==> config.mk <==
export PLATFORM = sky130hd
export DESIGN_NAME = rr_arbiter_requester
export DESIGN_NICKNAME = d
export VERILOG_FILES = /design/src/rtl/rr_arbiter_requester.sv
export SDC_FILE = /design/constraint.sdc
export NUM_CORES = 1
export LEC_CHECK = 0
export CAP_MARGIN = 15
export CORE_UTILIZATION = 55
export DETAILED_ROUTE_END_ITERATION = 16
export HOLD_SLACK_MARGIN = 0.06
export PLACE_DENSITY = 0.74
export SYNTH_ARGS = -nofsm -noshare
export SYNTH_HDL_FRONTEND = slang
export SYNTH_SLANG_ARGS = --single-unit
==> constraint.sdc <==
create_clock -name clk -period 2.25 [get_ports clk]
set_clock_uncertainty 0.15 [all_clocks]
set_input_delay 0.45 -clock clk [delete_from_list [all_inputs] [get_ports clk]]
set_output_delay 0.45 -clock clk [all_outputs]
set_load 0.02 [all_outputs]
==> src/rtl/rr_arbiter_requester.sv <==
// Requester-side front end: four per-channel FIFOs feeding one registered bus, popped on one-hot GNT.
// Optional wasted-grant statistics counter enabled by defining RR_REQ_STATS_EN.
module rr_arbiter_requester #(
  parameter int DATA_W = 8,
  parameter int DEPTH  = 4
) (
  input  logic                clk,
  input  logic                rst,
  input  logic [3:0]          wr_en,
  input  logic [4*DATA_W-1:0] wr_data,
  output logic [3:0]          full,
  output logic [3:0]          REQ,
  input  logic [3:0]          GNT,
  output logic                bus_valid,
  output logic [1:0]          bus_id,
  output logic [DATA_W-1:0]   bus_data,
  output logic                gnt_err,
  output logic [7:0]          waste_cnt
);
  localparam int AW = $clog2(DEPTH);
  localparam int CW = AW + 1;

  logic [DATA_W-1:0] mem [4][DEPTH];
  logic [AW-1:0]     rd_ptr [4];
  logic [AW-1:0]     wr_ptr [4];
  logic [CW-1:0]     count [4];
  logic [CW-1:0]     count_next [4];
  logic [3:0]        push;
  logic [3:0]        pop;
  logic              gnt_ok;

  always_comb begin
    gnt_ok = (GNT != 4'd0) && ((GNT & (GNT - 4'd1)) == 4'd0);
    full   = '0;
    push   = '0;
    pop    = '0;
    for (int i = 0; i < 4; i++) begin
      full[i] = (count[i] == CW'(DEPTH));
      // a push into a full channel is dropped even if that channel pops this cycle
      push[i] = wr_en[i] & ~full[i];
      pop[i]  = gnt_ok & GNT[i] & (count[i] != '0);
      count_next[i] = count[i];
      if (push[i] && !pop[i])
        count_next[i] = count[i] + CW'(1);
      else if (pop[i] && !push[i])
        count_next[i] = count[i] - CW'(1);
    end
  end

  // storage is not reset; occupancy counts alone decide what is valid
  always_ff @(posedge clk) begin
    for (int i = 0; i < 4; i++)
      if (push[i]) mem[i][wr_ptr[i]] <= wr_data[i*DATA_W +: DATA_W];
  end

  always_ff @(posedge clk or posedge rst) begin
    if (rst) begin
      for (int i = 0; i < 4; i++) begin
        rd_ptr[i] <= '0;
        wr_ptr[i] <= '0;
        count[i]  <= '0;
      end
      REQ       <= '0;
      bus_valid <= 1'b0;
      bus_id    <= '0;
      bus_data  <= '0;
      gnt_err   <= 1'b0;
    end else begin
      for (int i = 0; i < 4; i++) begin
        count[i] <= count_next[i];
        REQ[i]   <= (count_next[i] != '0);
        if (push[i]) wr_ptr[i] <= wr_ptr[i] + AW'(1);
        if (pop[i])  rd_ptr[i] <= rd_ptr[i] + AW'(1);
      end
      if (GNT != 4'd0 && !gnt_ok) gnt_err <= 1'b1;
      bus_valid <= |pop;
      for (int i = 0; i < 4; i++) begin
        if (pop[i]) begin
          bus_id   <= 2'(i);
          bus_data <= mem[i][rd_ptr[i]];
        end
      end
    end
  end

`ifdef RR_REQ_STATS_EN
  logic waste_hit;

  always_comb begin
    waste_hit = 1'b0;
    for (int i = 0; i < 4; i++)
      if (gnt_ok && GNT[i] && count[i] == '0) waste_hit = 1'b1;
  end

  always_ff @(posedge clk or posedge rst) begin
    if (rst)
      waste_cnt <= '0;
    else if (waste_hit && waste_cnt != 8'hFF)
      waste_cnt <= waste_cnt + 8'd1;
  end
`else
  assign waste_cnt = '0;
`endif

endmodule

* Yosys cells after proc, flatten, opt, wreduce, memory -nomap -nowiden
Memory sizes are Yosys's and may differ from the RTL's. Index checks and enable logic that the tools add are counted.
Word-level totals: flip-flop bits (word level) 44, memory bits (writable) 128, input bits 42, output and inout bits 28, word-level logic and storage cells 155, memories 1
Operators by class: add/subtract/negate cells 17, $lt $le $gt $ge 12, equal/unequal tests 4, muxes and demuxes 44, bitwise operators 25, reduce and logical (&&, ||, !) cells 35
Memories:
- mem | words 4, bits a word 32, read ports 4, clocked after Yosys merged registers in 0, write ports 4, RTL line 23 | logic [DATA_W-1:0] mem [4][DEPTH];
Operators by type and width (count):
- 32-bit two-way mux | 4
- 8-bit two-way mux | 16
- 8-bit binary-select mux with 2-bit select | 4
- 8-bit demux with 2-bit select | 4
- 3-bit >= comparator (second input constant) | 8
- 3-bit two-way mux | 8
- 2-bit NOT with 3-bit output | 8
- 3-bit nonzero test | 8
- 2-bit by 1-bit adder with 2-bit output (second input constant) | 8
- 1-bit logical AND | 14
- 3-bit by 1-bit adder with 3-bit output (second input constant) | 4
- 1-bit AND | 12
- 3-bit == test (second input constant) | 4
- 3-bit by 1-bit < comparator with 1-bit output (second input constant) | 4
- 3-bit by 1-bit subtractor with 3-bit output (second input constant) | 4
- 1-bit zero test | 9
- 2-bit two-way mux | 4
- 4-bit nonzero test | 2
- 4-bit AND | 1
- 4-bit zero test | 1
- 1-bit two-way mux | 4
- 1-bit NOT | 4
- 4-bit OR reduction | 1
- 4-bit by 1-bit subtractor with 4-bit output (second input constant) | 1

* Logic depth before layout (Yosys ltp)
word-level depth 10, gate-level depth with buffers 9, gate-level depth less buffers 7

* Worst setup path before layout
OpenSTA, ideal clock, no wires.
path kind input-to-reg, from in GNT[2], to reg REQ[1], library setup time 0.131 ns, arrival 1.849 ns, data required time 1.969 ns, slack 0.120 ns, stages on the path 5, path buffers 0, cell sequence or4b_4 or2_4 o22ai_1 xor2_1 or3_1
RTL lines:
- start: declaration | RTL line 13 | input logic [3:0] GNT,
- end signal: indexed assignment | RTL line 71 | REQ[i] <= (count_next[i] != '0);
- end: declaration | RTL line 12 | output logic [3:0] REQ,

==> out/results.tsv <==
stage	metric	value	unit
final_layout	layout cells sized above 1	25.1	%
final_layout	FILL cells	855	
worst_setup_path	reg2reg setup slack	0.10	ns
final_layout	most common cell after layout, fill and taps aside	edfxtp_1	
timing	crit path time final	2.24	ns
global_route	first-pass GRT wire length	22100	um
floorplan	Die H	118	um
global_route	largest net degree at the start of global routing	28	
global_route	vias in the first global route	4118	
power_and_ir_drop	Leakage	3.51	nW
final_layout	nets@finish	631	
placed_design	DPL Wire Length	10100	um
clocking	CTS Buf Count	17	
floorplan	Initial Utilization	56.1	%
timing	crit share post-route	99.4	%
yosys	Mean Syn Cell Area	16.9	sq um
clocking	Clk Latency, worst-skew pair	0.42	ns
clocking	CTS sink count	172	
yosys	sequential share of the synthesized area	66.8	%
final_layout	# diodes	0	
yosys	post-synthesis xor/xnor area fraction	2.84	%
global_route	initial antenna violation count	0	
placed_design	placer congestion estimate	0.835	
route	via count	4056	
global_route	total grt overflow	0	
worst_setup_path	startpoint class of the critical path	input pin	
yosys	number of library cell types mapped by synthesis	47	
outcome	status	complete, no violations	
clocking	CTS max path bufs	2	
floorplan	die area	13900	sq um
worst_hold_path	Hold Path Class	input pin to asynchronous set/reset pin	
placed_design	pre-CTS WS	-0.453	ns
final_layout	Syn-to-layout area delta	25.6	%
final_layout	most frequent cells in the layout	edfxtp_1 (128), clkdlybuf4s50_1 (55), dfrtp_1 (44), buf_4 (44), mux4_2 (31)	
job	maxcap violations	0	
timing	f_max	447	MHz
yosys	multiplexer share of the synthesized area	10.6	%
clocking	CTS tree	yes	
worst_setup_path	Worst Reg-to-Reg Cells	7	
final_layout	Final Non-Filler Cells	750	
timing	Slew Viols, Final	0	
yosys	Post-synth ARST share	25.6	%
clocking	Clock Pin Slew Worst Setup and Hold Paths	0.06	ns
yosys	Post-Synthesis Cells	438	
placed_design	placed cells	716	
worst_setup_path	Worst setup EP type	flip-flop	
yosys	adder-cell share of the synthesized area	5.85	%
yosys	post-synthesis compound-gate area fraction	3.23	%
floorplan	Top-Level Pins	70	
worst_setup_path	WS Path Type	input pin to flip-flop	
route	vias per cell	5.41	
yosys	number of synthesized flops with an enable pin	128	
timing	fin worst setup slack	0.0126	ns
worst_setup_path	CP required	2.40	ns
worst_setup_path	Crit path arrival time	2.38	ns
floorplan	row cnt	42	
timing	Worst Tran Pin Value	0.552	ns
floorplan	core area	13200	sq um
power_and_ir_drop	Power Density	1250	nW/um^2
placed_design	IO buf count	61	
power_and_ir_drop	VDD IR-drop max	677	uV
timing	Setup Viol. Count Final	0	
final_layout	utilization after layout	70.5	%
yosys	mapped cell area	7400	sq um
power_and_ir_drop	Final Power	0.0116	W
yosys	ys flop type	edfxtp_1	
route	TritonRoute pass-1 iters	5	
clocking	hold-fix buffers at CTS	0	
yosys	largest family of logic cells by synthesized area	multiplexers	
route	Detailed Route Iter0 Violations	388	
worst_setup_path	reg2reg start	count[1]	
clocking	H-Tree Depth	4	
global_route	global-route total usage across every layer	21.9	%
floorplan	Die W	118	um
yosys	Synth Area in Simple Gates	7.33	%
yosys	Yosys reg bits	172	
yosys	YS warnings	0	
worst_setup_path	r2r endpoint	REQ[3]	
timing	Final Hold Vio Count	0	
timing	Fin Setup TNS	0	ns
clocking	root buffer cell	clkbuf_16	
route	DRC Markers	0	
timing	relative slew slack	63.2	%
worst_setup_path	CP max FO	4	
route	post-route ant nets	0	
route	wire per inst	18.7	um
route	Routed WL	14000	um
-- layer usage --
metal	track usage (%)	part of all wire (%)
met1	28.6	41
met4	10.3	2.4
met3	4.70	5.2
met5	0	0
met2	35.2	51
-- what timing repair did --
item	in CTS	in global routing
pin swaps	0	4
endpoints found under the setup margin	13	13
gates cloned	0	0
buffers inserted	0	2
gates resized for setup	9	14
-- layout make-up --
type | instances | area [sq um] | share of cell area (%)
Clock buffer | 24 | 482 | 5.18
Clock inverter | 8 | 91.3 | 0.982
Inverter | 19 | 71.3 | 0.767
Multi-Input combinational cell | 231 | 2270 | 24.4
Sequential cell | 172 | 4940 | 53.2
Tap cell | 176 | 220 | 2.37
Timing Repair Buffer | 120 | 1220 | 13.1
-- synth_stat cells, types with 6 or more instances --
cell	number	area, sq um
a31oi_1	8	50.1
buf_4	8	60.1
and2_1	20	125
or3_1	12	75.1
edfxtp_1	128	3840
nand2b_1	8	50.1
mux4_2	31	698
dfrtp_1	44	1100
inv_1	19	71.3
xnor2_1	20	175
mux2i_1	6	60.1
nor2_1	20	75.1
nand2_1	18	67.6
maj3_1	6	60.1
o22ai_1	9	56.3
o21ai_0	6	30.0
ha_1	28	350
-- report_power, final --
group / leakage (nW) / switching, W / total (W) / internal [W]
combinational: 1.56 / 0.00184 / 0.00394 / 0.00210
sequential: 1.67 / 0.000548 / 0.00484 / 0.00429
clock: 0.281 / 0.00111 / 0.00283 / 0.00171
total: 3.51 / 0.00351 / 0.0116 / 0.00810
-- state kept, by name (all words and copies together), names as in the netlist --
register / count
rd_ptr: 8
count: 12
mem: 128
REQ: 4
bus_data: 8
bus_id: 2
bus_valid: 1
wr_ptr: 8
gnt_err: 1
-- worst max-delay path, cell delays in order --
cell and delay, ns:
clkdlybuf4s50_1 0.44, or4b_4 0.57, or2_4 0.30, o22ai_2 0.19
xor2_1 0.11, or3_1 0.33
-- kinds of logic after synthesis --
family | Yosys count
XOR/XNOR | 24
multiplexers | 38
other | 1
buffers and inverters | 42
AO/OA/AOI/OAI | 33
adder cells (fa/ha/maj) | 36
flip-flops | 172
AND/OR/NAND/NOR | 92
-- through the flow --
stage | instance area [sq um] | hold WS, ns
after global placement | 8660 | 0.303
after global routing | 9300 | 0.251
after CTS | 9240 | 0.195
final | 9300 | 0.201
after floorplan | 7430 | 0.325
after detailed placement | 8660 | 0.319
-- worst max path at each step --
stage,end,start,cells after the start
final,REQ[1],GNT[3],6
after global routing,REQ[3],count[1],7
after CTS,REQ[1],GNT[1],6
after detailed placement,REQ[1],GNT[1],6
after global placement,REQ[1],GNT[1],6
after floorplan,REQ[1],GNT[2],5
(Power assumes the default switching activity.)
